--- config.mk ---
export PLATFORM = sky130hd
export DESIGN_NAME = squash_sequencer
export DESIGN_NICKNAME = d
export VERILOG_FILES = /design/src/rtl/squash_sequencer.sv
export SDC_FILE = /design/constraint.sdc
export NUM_CORES = 1
export LEC_CHECK = 0
export ABC_AREA = 0
export BUFFER_PORTS_ARGS = -buffer_cell sky130_fd_sc_hd__buf_2
export CAP_MARGIN = 20
export CELL_PAD_IN_SITES_DETAIL_PLACEMENT = 0
export CELL_PAD_IN_SITES_GLOBAL_PLACEMENT = 1
export CORE_ASPECT_RATIO = 1.5
export CORE_MARGIN = 2
export CORE_UTILIZATION = 39
export CTS_CLUSTER_DIAMETER = 60
export CTS_CLUSTER_SIZE = 24
export DETAILED_ROUTE_END_ITERATION = 12
export PLACE_DENSITY = 0.86
export SLEW_MARGIN = 20
export SYNTH_ARGS = -nofsm -noshare
export SYNTH_HDL_FRONTEND = slang
export SYNTH_SLANG_ARGS = --single-unit
--- constraint.sdc ---
create_clock -name clk -period 8.9 [get_ports clk]
set_input_delay 0.89 -clock clk [delete_from_list [all_inputs] [get_ports clk]]
set_output_delay 0.89 -clock clk [all_outputs]
set_load 0.03 [all_outputs]
--- src/rtl/squash_sequencer.sv ---
// Registered squash scheduler: picks the oldest valid squash, holds it until the front end takes it.
// Optional younger-squash suppression filter is enabled with `SQUASH_SEQUENCER_FILTER_EN.
module squash_sequencer #(
    parameter int p_num_src      = 2,
    parameter int p_seq_num_bits = 5
) (
    input  logic                                clk,
    input  logic                                rst,
    input  logic [p_num_src*p_seq_num_bits-1:0] src_seq_num,
    input  logic [p_num_src*32-1:0]             src_target,
    input  logic [p_num_src-1:0]                src_val,
    input  logic [p_seq_num_bits-1:0]           commit_seq_num,
    input  logic                                commit_val,
    output logic [p_seq_num_bits-1:0]           gnt_seq_num,
    output logic [31:0]                         gnt_target,
    output logic                                gnt_val,
    input  logic                                gnt_rdy,
    output logic                                busy
);

    // Handshake: gnt_val/gnt_* are presented while PENDING; a transfer happens on
    // any cycle with gnt_val & gnt_rdy. The payload may be replaced by an older
    // squash while gnt_rdy is low, so it is not guaranteed stable.

    localparam logic [0:0] ST_IDLE    = 1'b0;
    localparam logic [0:0] ST_PENDING = 1'b1;

    logic [0:0]                state_q, state_d;
    logic [p_seq_num_bits-1:0] tail_q, tail_d;
    logic [p_seq_num_bits-1:0] hold_seq_q, hold_seq_d;
    logic [31:0]               hold_tgt_q, hold_tgt_d;

    logic [p_seq_num_bits-1:0] cand_seq;
    logic [31:0]               cand_tgt;
    logic                      cand_val;
    logic                      accept;
    logic                      take;
    logic                      fire;

    // Ages are distances from the oldest uncommitted sequence number.
    function automatic logic older(input logic [p_seq_num_bits-1:0] a,
                                   input logic [p_seq_num_bits-1:0] b,
                                   input logic [p_seq_num_bits-1:0] t);
        logic [p_seq_num_bits-1:0] da;
        logic [p_seq_num_bits-1:0] db;
        da = a - t;
        db = b - t;
        return da < db;
    endfunction

    // Strictly-older replacement keeps the lower index on equal sequence numbers.
    always_comb begin
        cand_val = 1'b0;
        cand_seq = '0;
        cand_tgt = '0;
        for (int i = 0; i < p_num_src; i++) begin
            if (src_val[i] &&
                (!cand_val || older(src_seq_num[i*p_seq_num_bits +: p_seq_num_bits], cand_seq, tail_q))) begin
                cand_val = 1'b1;
                cand_seq = src_seq_num[i*p_seq_num_bits +: p_seq_num_bits];
                cand_tgt = src_target[i*32 +: 32];
            end
        end
    end

    assign fire = (state_q == ST_PENDING) && gnt_rdy;

`ifdef SQUASH_SEQUENCER_FILTER_EN
    logic [p_seq_num_bits-1:0] flt_seq_q, flt_seq_d;
    logic                      flt_val_q, flt_val_d;

    assign accept = cand_val && (!flt_val_q || older(cand_seq, flt_seq_q, tail_q));

    // A fire re-arms the filter even when the clearing commit lands in the same cycle.
    always_comb begin
        flt_seq_d = flt_seq_q;
        flt_val_d = flt_val_q;
        if (fire) begin
            flt_seq_d = hold_seq_q;
            flt_val_d = 1'b1;
        end else if (commit_val && (commit_seq_num == flt_seq_q)) begin
            flt_val_d = 1'b0;
        end
    end

    always_ff @(posedge clk or posedge rst) begin
        if (rst) begin
            flt_seq_q <= '0;
            flt_val_q <= 1'b0;
        end else begin
            flt_seq_q <= flt_seq_d;
            flt_val_q <= flt_val_d;
        end
    end

    assign busy = (state_q == ST_PENDING) || flt_val_q;
`else
    assign accept = cand_val;
    assign busy   = (state_q == ST_PENDING);
`endif

    assign take = accept && older(cand_seq, hold_seq_q, tail_q);

    always_comb begin
        state_d    = state_q;
        hold_seq_d = hold_seq_q;
        hold_tgt_d = hold_tgt_q;
        tail_d     = tail_q;
        if (commit_val) begin
            tail_d = commit_seq_num + p_seq_num_bits'(1);
        end
        case (state_q)
            ST_IDLE: begin
                if (accept) begin
                    hold_seq_d = cand_seq;
                    hold_tgt_d = cand_tgt;
                    state_d    = ST_PENDING;
                end
            end
            ST_PENDING: begin
                if (take) begin
                    hold_seq_d = cand_seq;
                    hold_tgt_d = cand_tgt;
                end else if (fire) begin
                    state_d = ST_IDLE;
                end
            end
            default: state_d = ST_IDLE;
        endcase
    end

    always_ff @(posedge clk or posedge rst) begin
        if (rst) begin
            state_q    <= ST_IDLE;
            tail_q     <= '0;
            hold_seq_q <= '0;
            hold_tgt_q <= '0;
        end else begin
            state_q    <= state_d;
            tail_q     <= tail_d;
            hold_seq_q <= hold_seq_d;
            hold_tgt_q <= hold_tgt_d;
        end
    end

    assign gnt_val     = (state_q == ST_PENDING);
    assign gnt_seq_num = hold_seq_q;
    assign gnt_target  = hold_tgt_q;

endmodule

After elaboration in Yosys (flattened, before gate mapping)
Cells that the tools add are included.

Input port bits: 85. Register bits after elaboration: 43. Word-level logic and storage cells: 36.

Equality and inequality tests: 2. Multiplexer cells: 16. $add $sub $neg: 5. Bitwise logic cells: 1. $lt $le $gt $ge: 2. Reductions and logical operators: 6.

Operators with widths (count): 32-bit 2-to-1 mux (4); 32-bit case mux with 2 select lines (1); 5-bit 2-to-1 mux (4); 5-bit subtractor (4); 5-bit < comparator (2); 5-bit case mux with 2 select lines (1); 5-bit by 1-bit adder with 5-bit output (second input constant) (1); 1-bit 2-to-1 mux (5); 1-bit logical AND (3); 2-bit by 1-bit != test with 1-bit output (second input constant) (1); 2-bit != test (second input constant) (1); 1-bit case mux with 2 select lines (1); 2-bit AND reduction (1); 1-bit zero test (1); 1-bit logical OR (1); 1-bit NOT (1).

Logic depth before layout (Yosys ltp)
Depth after elaboration: 11. Gate-level depth with buffers: 29.

Worst setup path before layout
Ideal clock, no wire load.

Kind: input to register. Start point: input src_val[0]. End point: register hold_seq_q[2] (netlist: gnt_seq_num[2]). Data arrival time: 5.481 ns. Path slack: 3.294 ns. Setup time: 0.125 ns. Data required time: 8.775 ns. Cell stages on the path: 27. Cells stage by stage: buf_2 -> nand2_1 -> ha_1 -> fa_1 -> a21o_1 -> o21ai_0 -> a21oi_1 -> xnor2_1 -> ha_1 -> o21ai_0 -> o21a_1 -> a22o_1 -> buf_6 -> a2bb2oi_1 -> ha_1 -> fa_1 -> inv_1 -> a21o_1 -> a21oi_1 -> xor2_1 -> xnor2_1 -> ha_1 -> a21oi_1 -> o22a_1 -> o21a_1 -> buf_2 -> mux2_2.

Word-level cells in the longest chain between the ends: 11. Elaborated cells between the ends (all ways): 18.

RTL lines: start, declared (line 11) `input logic [p_num_src-1:0] src_val,`; 5-bit 2-to-1 mux (line 57) `if (src_val[i] &&`; 5-bit subtractor (line 47) `db = b - t;`; 5-bit < comparator (line 48) `return da < db;`; 1-bit logical OR (line 58) `(!cand_val || older(src_seq_num[i*p_seq_num_bits +: p_seq_num_bits], cand_seq, tail_q))) begin`; 1-bit logical AND (line 57); 5-bit 2-to-1 mux (line 57); 5-bit subtractor (line 46) `da = a - t;`; 5-bit < comparator (line 48); 1-bit logical AND (line 102) `assign take = accept && older(cand_seq, hold_seq_q, tail_q);`; 2-bit by 1-bit != test with 1-bit output (no source line); 2-bit AND reduction (no source line); end signal, assigned (line 141) `hold_seq_q <= hold_seq_d;`; end, declared (line 30) `logic [p_seq_num_bits-1:0] hold_seq_q, hold_seq_d;`.

Several ways; a longest one is shown, not always the timed one. The select of a mux whose other input is x is not followed. A chain may end at the register's enable or synchronous reset.

Worst setup path after layout
Start point: input src_val[0]. End point: register hold_tgt_q[22] (netlist: gnt_target[22]).

Word-level cells in the longest chain between the ends: 11. Elaborated cells between the ends (all ways): 20.

RTL lines: 5-bit 2-to-1 mux (line 57); 5-bit subtractor (line 47); 5-bit < comparator (line 48); 1-bit logical OR (line 58); 1-bit logical AND (line 57); 5-bit 2-to-1 mux (line 57); 5-bit subtractor (line 46); 5-bit < comparator (line 48); 1-bit logical AND (line 102); 2-bit by 1-bit != test with 1-bit output (no source line); 2-bit AND reduction (no source line); end signal, assigned (line 142) `hold_tgt_q <= hold_tgt_d;`; end, declared (line 31) `logic [31:0] hold_tgt_q, hold_tgt_d;`.

Several ways; a longest one is shown, not always the timed one. The select of a mux whose other input is x is not followed.

==> flow_summary.toml <==
[run_status]
status = "completed"

[timing]
setup_tns_ns = 0
skew_ns = 0.00508
min_period_ns = 6.38
tightest_slew_ns = 0.907
whs_ns = 0.493
fin_crit_sh_pct = 71.7
setup_viol = 0
finalMaxSlewViolations = 0
rsz0062_at_grt = "false"
fmax_mhz = 157
final_hold_viol_count = 0
slew_headroom_pct = 39.5

[cells_and_area]
fin_nets = 526
fin_util_pct = 51.6
drive_above_1_share_pct = 41.5
n_antenna_cell = 0
area_growth_pct = 27.3

[floorplanning]
initial_utilization_pct = 40.5
dieHeight_um = 111
io_pins = 124
die_area_um2 = 8330
rows = 38
core_um2 = 7320
fp.dieW_um = 75.2

[cts]
path_clk_slew_ns = 0.08
htree_levels = 2
cts_buffer_depth = 2
post_cts_buffers = 0
clock_latency_ns = 0.29
postCtsResizedCells = 0
root_buffer = "clkbuf_8"
cts_buffers = 5
cts_tree = "done"
hold_buffers = 0
cts.sinks = 43

[synth]
asyncSetResetFlopFracSynth_pct = 100
synth-edff-count = 0
seq_area_frac_synth_pct = 36.3
synth_fp_nets = 410
ys_warn_count = 0
syn_inst = 297
ys_types = 33
ys_ff_latch = 43
synth-main-ff-cell = "dfrtp_1"
synthesis.area_um2 = 2970
syn_avg_cell_area_um2 = 9.98

[setup_path]
critPathLaunchType = "input pin"
cp.required_ns = 9.13
cp-end-kind = "flip-flop"
worst-setup-path-type = "input pin to flip-flop"
r2r_slack_ns = 2.92
cp_top_family = "compound AO/OA/AOI/OAI gates"
cpMostUsedCell = "ha_1"
max_stage_delay_ns = 0.54
crit_arrival_ns = 6.61
cp_max_fo = 21
cp_slowest_cell = "o21a_1"
critPathBufInv = 3

[detailed_routing]
firstDrtPassIters = 6
vias = 2604
drtIter0Drc = 90
wire_per_inst_um = 15.3
drc = 0
routed_wl_um = 7860
postRouteAntennaNets = 0
drt-vias-per-instance = 5.07

[grt]
antenna_found_initial = 0
grt_pass1_vias = 2713
grt_max_degree = 44
grt_overflow_total = 0
grt_pass1_wl_um = 12900
grt_usage_pct = 20.0

[power_and_ir_drop]
power_density_nw_per_um2 = 466
p_leak_nw = 1.87
irDropWorstVdd_uv = 356

[place]
place_congestion = 0.838
portBuffers = 123
hpwl_um = 6230

[run]
drv_cap = 0

[hold_path]
worstHoldPathType = "flip-flop to flip-flop"
## metal layers
layer  share of wire (%)  global-route usage, %  vias up
li1                    -                      -     1286
met1                  38                   22.4     1232
met2                  56                   36.7       70
met3                 3.8                   2.82       16
met4                 2.8                   7.02        0
met5                   0                      0        -
## Yosys cell counts, types with 3 or more instances
| master | n | area (µm²) |
|---|---|---|
| buf_2 | 7 | 35.0 |
| nor2_1 | 73 | 274 |
| buf_6 | 4 | 45.0 |
| xnor2_1 | 13 | 114 |
| nand3_1 | 3 | 15.0 |
| buf_4 | 4 | 30.0 |
| a221oi_2 | 30 | 450 |
| o22ai_1 | 3 | 18.8 |
| dfrtp_1 | 43 | 1080 |
| nand2_1 | 10 | 37.5 |
| a21o_1 | 8 | 60.1 |
| a21oi_1 | 16 | 80.1 |
| o21ai_0 | 5 | 25.0 |
| fa_1 | 4 | 80.1 |
| xor2_1 | 7 | 61.3 |
| ha_1 | 24 | 300 |
| clkbuf_1 | 3 | 11.3 |
| inv_1 | 18 | 67.6 |
## registers in the layout, summed over array words and instances (netlist names)
name         count
tail_q           5
gnt_seq_num      5
busy             1
gnt_target      32
## power by group
| group | switching, mW | internal, mW | total [mW] | leakage [nW] |
|---|---|---|---|---|
| Combinational | 0.782 | 0.449 | 1.23 | 1.31 |
| Sequential | 0.0573 | 0.306 | 0.364 | 0.498 |
| Clock | 0.0704 | 0.0924 | 0.163 | 0.0618 |
## final timing paths
| path | startpoint | endpoint | cells after the start |
|---|---|---|---|
| min in group asynchronous | rst | gnt_target[6] | 2 |
| hold / removal | gnt_target[7] | gnt_target[7] | 2 |
| hold reg to reg | gnt_target[7] | gnt_target[7] | 2 |
| setup / recovery | src_val[0] | gnt_target[22] | 27 |
| setup reg to reg | tail_q[0] | gnt_target[22] | 25 |
| max in group asynchronous | rst | gnt_target[24] | 2 |
## kinds of logic after synthesis
| logic type | Yosys count | synth area share [%] |
|---|---|---|
| AO/OA/AOI/OAI | 77 | 25.6 |
| XOR/XNOR | 20 | 5.91 |
| adder cells (fa/ha/maj) | 29 | 13.2 |
| buffers and inverters | 36 | 6.37 |
| flip-flops | 43 | 36.3 |
| multiplexers | 2 | 0.759 |
| AND/OR/NAND/NOR | 90 | 11.9 |
## stage by stage
step	instance area (µm²)	total power, mW	cells	setup slack [ns]
2_1_floorplan	2970	1.32	297	3.29
3_3_place_gp	3630	1.57	505	2.44
3_5_place_dp	3650	1.62	506	2.19
4_1_cts	3780	1.78	514	2.51
5_1_grt	3780	1.92	514	2.03
6_report	3780	1.76	514	2.52
## worst reg2reg max path, stage by stage (launching register included)
cell,delay (ns)
dfrtp_1,0.47
ha_1,0.26
fa_1,0.42
a21o_1,0.17
o21ai_0,0.07
a21oi_1,0.10
xnor2_1,0.18
ha_1,0.26
and4_1,0.16
a21oi_2,0.32
and2_1,0.28
a2bb2oi_1,0.32
ha_1,0.25
fa_1,0.21
inv_1,0.05
a21o_1,0.16
a21oi_1,0.18
xor2_1,0.20
xnor2_1,0.15
ha_1,0.26
a21oi_1,0.17
o22a_1,0.20
o21a_1,0.54
buf_4,0.36
nor2_1,0.07
nor2_1,0.09
## layout make-up
| class | instances | area [µm²] |
|---|---|---|
| flip-flops and latches | 43 | 1080 |
| repair buffers | 127 | 666 |
| fillers | 720 | 3550 |
| inverters | 18 | 67.6 |
| well taps | 100 | 125 |
| multi-input cells | 218 | 1720 |
| clock buffers | 6 | 82.6 |
| clock inverters | 2 | 38.8 |
## cell usage in the layout, fill, tap and decap left out, types with 4 or more instances in the layout
cell,netlist,layout
a21oi_1,16,15
o21ai_0,5,5
inv_1,18,17
ha_1,24,24
xnor2_1,13,13
fa_1,4,4
nand2_1,10,10
nor2_1,73,73
a21o_1,8,8
buf_2,7,123
dfrtp_1,43,43
a221oi_2,30,30
xor2_1,7,7
clkbuf_8,0,6
(Power assumes the default switching activity.)
